`config.mk`:
```
export PLATFORM = sky130hd
export DESIGN_NAME = sad_fetch
export DESIGN_NICKNAME = d
export VERILOG_FILES = /design/src/rtl/sad_fetch.sv
export SDC_FILE = /design/constraint.sdc
export NUM_CORES = 1
export LEC_CHECK = 0
export CAP_MARGIN = 5
export CORE_MARGIN = 2
export CORE_UTILIZATION = 50
export DETAILED_ROUTE_END_ITERATION = 12
export PLACE_DENSITY = 0.91
export SLEW_MARGIN = 20
export SYNTH_ARGS = -nofsm -noshare
export SYNTH_HDL_FRONTEND = slang
export SYNTH_SLANG_ARGS = --single-unit
export TNS_END_PERCENT = 10
```
`constraint.sdc`:
```
create_clock -name clk -period 5.55 [get_ports clk]
set_input_delay 1.11 -clock clk [delete_from_list [all_inputs] [get_ports clk]]
set_output_delay 1.11 -clock clk [all_outputs]
set_load 0.02 [all_outputs]
```
`src/rtl/sad_fetch.sv`:
```
`default_nettype none
// ============================================================================
// Module   : sad_fetch
// Brief    : Fetches SAMPLES pixel pairs per load from memories A/B into lanes.
// Revision : 1.0
// ============================================================================
module sad_fetch #(
    parameter int DATA_W  = 8,
    parameter int SAMPLES = 4,
    parameter int TOTAL   = 16,
    parameter int ADDR_W  = 4,
    parameter int MEM_LAT = 1
) (
    input  logic                      clk,
    input  logic                      rst,
    input  logic                      clear,
    input  logic                      load,
    output logic [ADDR_W-1:0]         mem_addr,
    output logic                      mem_rd_en,
    input  logic [DATA_W-1:0]         mem_a_data,
    input  logic [DATA_W-1:0]         mem_b_data,
    output logic [SAMPLES*DATA_W-1:0] a_out,
    output logic [SAMPLES*DATA_W-1:0] b_out,
    output logic                      loaded,
    output logic                      counter
);

    localparam int IDX_W = (SAMPLES > 1) ? $clog2(SAMPLES) : 1;
    localparam int LAT_W = (MEM_LAT > 1) ? $clog2(MEM_LAT) : 1;

    localparam logic [IDX_W-1:0]  C_LAST_IDX   = IDX_W'(SAMPLES - 1);
    localparam logic [LAT_W-1:0]  C_LAST_DRAIN = LAT_W'(MEM_LAT - 1);
    localparam logic [ADDR_W:0]   C_STEP       = (ADDR_W + 1)'(SAMPLES);
    localparam logic [ADDR_W:0]   C_TOTAL      = (ADDR_W + 1)'(TOTAL);

    typedef enum logic [1:0] {
        S_IDLE  = 2'd0,
        S_REQ   = 2'd1,
        S_DRAIN = 2'd2,
        S_HOLD  = 2'd3
    } state_t;

    state_t              r_state;
    state_t              w_next;
    logic                w_flush;
    logic [IDX_W-1:0]    r_idx;
    logic [LAT_W-1:0]    r_drain;
    logic [ADDR_W-1:0]   r_pointer;
    logic                r_counter;
    logic [ADDR_W:0]     w_ptr_sum;
    logic [ADDR_W-1:0]   w_ptr_next;

    logic                r_vld  [MEM_LAT];
    logic [IDX_W-1:0]    r_tidx [MEM_LAT];
    logic [DATA_W-1:0]   r_a_lane [SAMPLES];
    logic [DATA_W-1:0]   r_b_lane [SAMPLES];

    assign w_flush = rst | clear;

    always_ff @(posedge clk) begin
        if (w_flush) begin
            r_state <= S_IDLE;
        end else begin
            r_state <= w_next;
        end
    end

    always_comb begin
        w_next    = r_state;
        mem_rd_en = 1'b0;
        mem_addr  = '0;
        loaded    = 1'b0;
        case (r_state)
            S_IDLE: begin
                if (load) begin
                    w_next = S_REQ;
                end
            end
            S_REQ: begin
                mem_rd_en = 1'b1;
                mem_addr  = r_pointer + ADDR_W'(r_idx);
                if (r_idx == C_LAST_IDX) begin
                    w_next = S_DRAIN;
                end
            end
            S_DRAIN: begin
                if (r_drain == C_LAST_DRAIN) begin
                    w_next = S_HOLD;
                end
            end
            S_HOLD: begin
                loaded = 1'b1;
                if (!load) begin
                    w_next = S_IDLE;
                end
            end
            default: w_next = S_IDLE;
        endcase
    end

    // TOTAL may equal 2^ADDR_W, so the advance is evaluated one bit wider.
    assign w_ptr_sum  = {1'b0, r_pointer} + C_STEP;
    assign w_ptr_next = (w_ptr_sum == C_TOTAL) ? '0 : w_ptr_sum[ADDR_W-1:0];

    always_ff @(posedge clk) begin
        if (w_flush) begin
            r_idx     <= '0;
            r_drain   <= '0;
            r_pointer <= '0;
            r_counter <= 1'b0;
        end else begin
            case (r_state)
                S_IDLE: begin
                    r_idx   <= '0;
                    r_drain <= '0;
                end
                S_REQ: begin
                    r_idx <= r_idx + 1'b1;
                    if (r_idx == C_LAST_IDX) begin
                        r_pointer <= w_ptr_next;
                    end
                end
                S_DRAIN: begin
                    r_drain <= r_drain + 1'b1;
                    if (r_drain == C_LAST_DRAIN) begin
                        r_counter <= (r_pointer != '0);
                    end
                end
                default: begin
                end
            endcase
        end
    end

    // Each stage carries the lane index of a read still in flight.
    generate
        for (genvar s = 0; s < MEM_LAT; s++) begin : g_pipe
            if (s == 0) begin : g_head
                always_ff @(posedge clk) begin
                    if (w_flush) begin
                        r_vld[s]  <= 1'b0;
                        r_tidx[s] <= '0;
                    end else begin
                        r_vld[s]  <= mem_rd_en;
                        r_tidx[s] <= r_idx;
                    end
                end
            end else begin : g_tail
                always_ff @(posedge clk) begin
                    if (w_flush) begin
                        r_vld[s]  <= 1'b0;
                        r_tidx[s] <= '0;
                    end else begin
                        r_vld[s]  <= r_vld[s-1];
                        r_tidx[s] <= r_tidx[s-1];
                    end
                end
            end
        end
    endgenerate

    generate
        for (genvar k = 0; k < SAMPLES; k++) begin : g_lane
            always_ff @(posedge clk) begin
                if (w_flush) begin
                    r_a_lane[k] <= '0;
                    r_b_lane[k] <= '0;
                end else if (r_vld[MEM_LAT-1] && (r_tidx[MEM_LAT-1] == IDX_W'(k))) begin
                    r_a_lane[k] <= mem_a_data;
                    r_b_lane[k] <= mem_b_data;
                end
            end
            assign a_out[k*DATA_W +: DATA_W] = r_a_lane[k];
            assign b_out[k*DATA_W +: DATA_W] = r_b_lane[k];
        end
    endgenerate

    assign counter = r_counter;

endmodule
`default_nettype wire

```
==> flow_metrics.py <==
metrics = {
    "route": {
        "drc": 0,
        "via_per_inst": 4.971,
        "drtPass1Iterations": 4,
        "drtIter0Drc": 89,
        "wl_met3_um": 461,
        "detail_route.wl_per_cell_um": 15.75,
        "highest_layer": "met4",
        "routed-wl-met2_um": 3220,
        "vias": 1889,
        "routed_wl_um": 5986,
        "wl_met1_um": 2264,
        "antenna_left": 0,
    },
    "final_layout": {
        "fin_area_um2": 4135,
        "nets": 327,
        "final_common_cell": "clkdlybuf4s50_1",
        "drive_above_1_share_pct": 6.885,
        "layout.cells.non_filler": 380,
        "final_cell_mix": "clkdlybuf4s50_1 (90), and2_1 (71), edfxtp_1 (64), dfxtp_1 (11)",
        "synthToLayoutAreaGrowth_pct": 37.88,
        "num_antenna_cells": 0,
    },
    "cts": {
        "clkSlewWorstSetupHoldPaths_ns": 0.07,
        "cts_made_buffers": 9,
        "post-cts-setup-buffer-count": 0,
        "cts.path.max_buffers": 2,
        "cts_tree": "built",
        "cts.sinks": 75,
        "htree_num_levels": 3,
        "ctsHoldBuffers": 0,
        "insertion_delay_ns": 0.34,
        "post_cts_resized": 0,
        "cts-root-buf": "clkbuf_8",
    },
    "sta": {
        "period_minus_slack_ns": 3.046,
        "slew_headroom_pct": 39.59,
        "clock_skew_ns": 0.007265,
        "tightest_slew_ns": 0.9060,
        "setup_violations": 0,
        "finalHoldViolCount": 0,
        "drv_slew": 0,
        "rsz0062_at_grt": "false",
        "timing.final.crit_share_pct": 54.88,
        "max_freq_mhz": 328.3,
        "fin_setup_tns_ns": 0,
    },
    "grt": {
        "grt_overflow": 0,
        "grt.total_usage_pct": 19.29,
        "antenna_found_initial": 0,
        "grt_pass1_vias": 1869,
        "grt_pass1_wl_um": 8976,
        "grt_start_max_net_pins": 17,
    },
    "power": {
        "ir_drop_uv": 179.9,
        "pwr-share-clk_pct": 34.3,
        "power_leakage_nw": 1.577,
        "power_frac_seq_pct": 56.0,
        "sw_frac_of_total_pct": 22.31,
        "combPwrFrac_pct": 9.7,
        "power.internal_mw": 0.8860,
        "cellPowerDensity_nw_per_um2": 275.8,
        "p_switching_mw": 0.2545,
    },
    "floorplanning": {
        "io_pins": 91,
        "dieWidth_um": 81.45,
        "coreArea_um2": 5851,
        "start_util_pct": 51.26,
        "rows": 28,
        "die_area_um2": 6634,
        "fp.dieH_um": 81.45,
    },
    "yosys": {
        "yosysWarnings": 0,
        "synth_seq_cells": 75,
        "synth_cell_types": 25,
        "syn_inst": 205,
        "synth_area_per_cell_um2": 14.63,
        "syn-cell-area_um2": 2999,
        "synth_nets": 232,
        "seq_area_frac_synth_pct": 71.42,
    },
    "critical_path": {
        "critPathArrivalTime_ns": 1.94,
        "critical_path.max_stage_delay_ns": 0.61,
        "crit_buf_inv": 2,
        "cp.required_ns": 4.44,
        "crit_chain": "inv_1, ha_1, and2_1, clkdlybuf4s50_1",
        "crit_family": "buffers and inverters",
        "endpoint_kind": "output port",
        "cpMaxStageDelayCell": "clkdlybuf4s50_1",
        "critPathKind": "flop to output port",
        "worst-path-max-fanout": 13,
        "cp-start-kind": "flop",
    },
    "placement": {
        "gp_congestion": 0.7778,
        "dpl.hpwl_um": 3995,
        "io_buffer_count": 90,
        "placed_area_um2": 3951,
        "placedCellCount": 364,
    },
    "outcome": {
        "status": "completed",
    },
    "worst_hold_path": {
        "hold_class": "flop to flop",
    },
    "job": {
        "max-cap-violations": 0,
    },
}
[Yosys cell counts]
library cell / n / area, um^2
a211oi_1: 2 / 15.01
a21oi_1: 3 / 15.01
and2_1: 71 / 444.2
and4_1: 1 / 8.760
buf_2: 1 / 5.000
buf_4: 2 / 15.01
buf_6: 2 / 22.52
clkbuf_1: 1 / 3.750
dfxtp_1: 11 / 220.2
edfxtp_1: 64 / 1922
ha_1: 7 / 87.58
inv_1: 4 / 15.01
mux2i_1: 4 / 40.04
nand2_1: 9 / 33.78
nand2b_1: 1 / 6.260
nand3_1: 3 / 15.01
nand3b_1: 1 / 7.510
nor2_1: 9 / 33.78
nor2_4: 3 / 33.78
nor2b_1: 1 / 6.260
nor3_4: 1 / 16.27
nor3b_1: 1 / 7.510
o21ai_0: 1 / 5.000
or2_4: 1 / 8.760
or3b_4: 1 / 11.26
[logic make-up after synthesis]
group | count (synthesis) | synth area share [%]
buf+inv | 10 | 2.044
flops | 75 | 71.42
fa+ha+maj | 7 | 2.920
simple gates | 103 | 21.11
compound gates | 6 | 1.168
mux | 4 | 1.335
[layer usage]
layer / up-vias / track usage (%)
met4: 0 / 9.831
met2: 85 / 32.54
met1: 905 / 22.36
met5: - / 0
li1: 894 / -
met3: 5 / 5.714
[cell type report]
cell class                 count  area [um^2]
fill                         378         1715
inverter                       4        15.01
sequential                    75         2142
multi-input combinational    120        799.5
tap                           75        93.84
clock inverter                 6        56.30
clock buffer                  10        127.6
timing repair buffer          90        900.9
[sequential cells by signal, summed over array words and instances (netlist names)]
| signal | count |
|---|---|
| r_idx | 2 |
| r_vld | 1 |
| counter | 1 |
| r_a_lane | 32 |
| r_drain | 1 |
| r_b_lane | 32 |
| r_state | 2 |
| r_tidx | 2 |
| r_pointer | 2 |
[power by group through the flow]
stage          clock network (mW)  registers (mW)  logic, mW
3_5_place_dp                    0           0.651      0.111
3_3_place_gp                    0           0.651      0.109
5_1_grt                     0.415           0.640      0.118
6_report                    0.391           0.638      0.111
4_1_cts                     0.396           0.639      0.112
2_1_floorplan                   0           0.677     0.0202
[worst reg2reg max path, delay by kind of cell, from the launching register on]
kind	cells	cell delay, ns
DFF	1	0.38
and+or+nand+nor	2	1.02
[path summary, 6_finish.rpt]
path                                  end  depth (start not counted)  slack [ns]                    start
max                           mem_addr[2]                          4        2.50  r_state[1]$_SDFFE_PP0P_
min reg2reg       r_state[1]$_SDFFE_PP0P_                          2        0.51  r_state[1]$_SDFFE_PP0P_
min               r_state[1]$_SDFFE_PP0P_                          2        0.51  r_state[1]$_SDFFE_PP0P_
max reg2reg  r_a_lane[0][5]$_SDFFCE_PN0P_                          2        3.79  r_tidx[0][1]$_SDFF_PP0_
[metrics by stage]
stage	total power, mW	hold slack [ns]	worst slack, ns	util, %
floorplan	0.6974	0.4614	3.080	-
CTS	1.147	0.5089	2.463	70.68
global route	1.173	0.5465	2.367	70.68
finish	1.141	0.5063	2.504	70.68
detailed placement	0.7621	0.4956	2.525	67.54
global placement	0.7602	0.4833	2.605	67.54
Power figures use the tool's default switching activity.
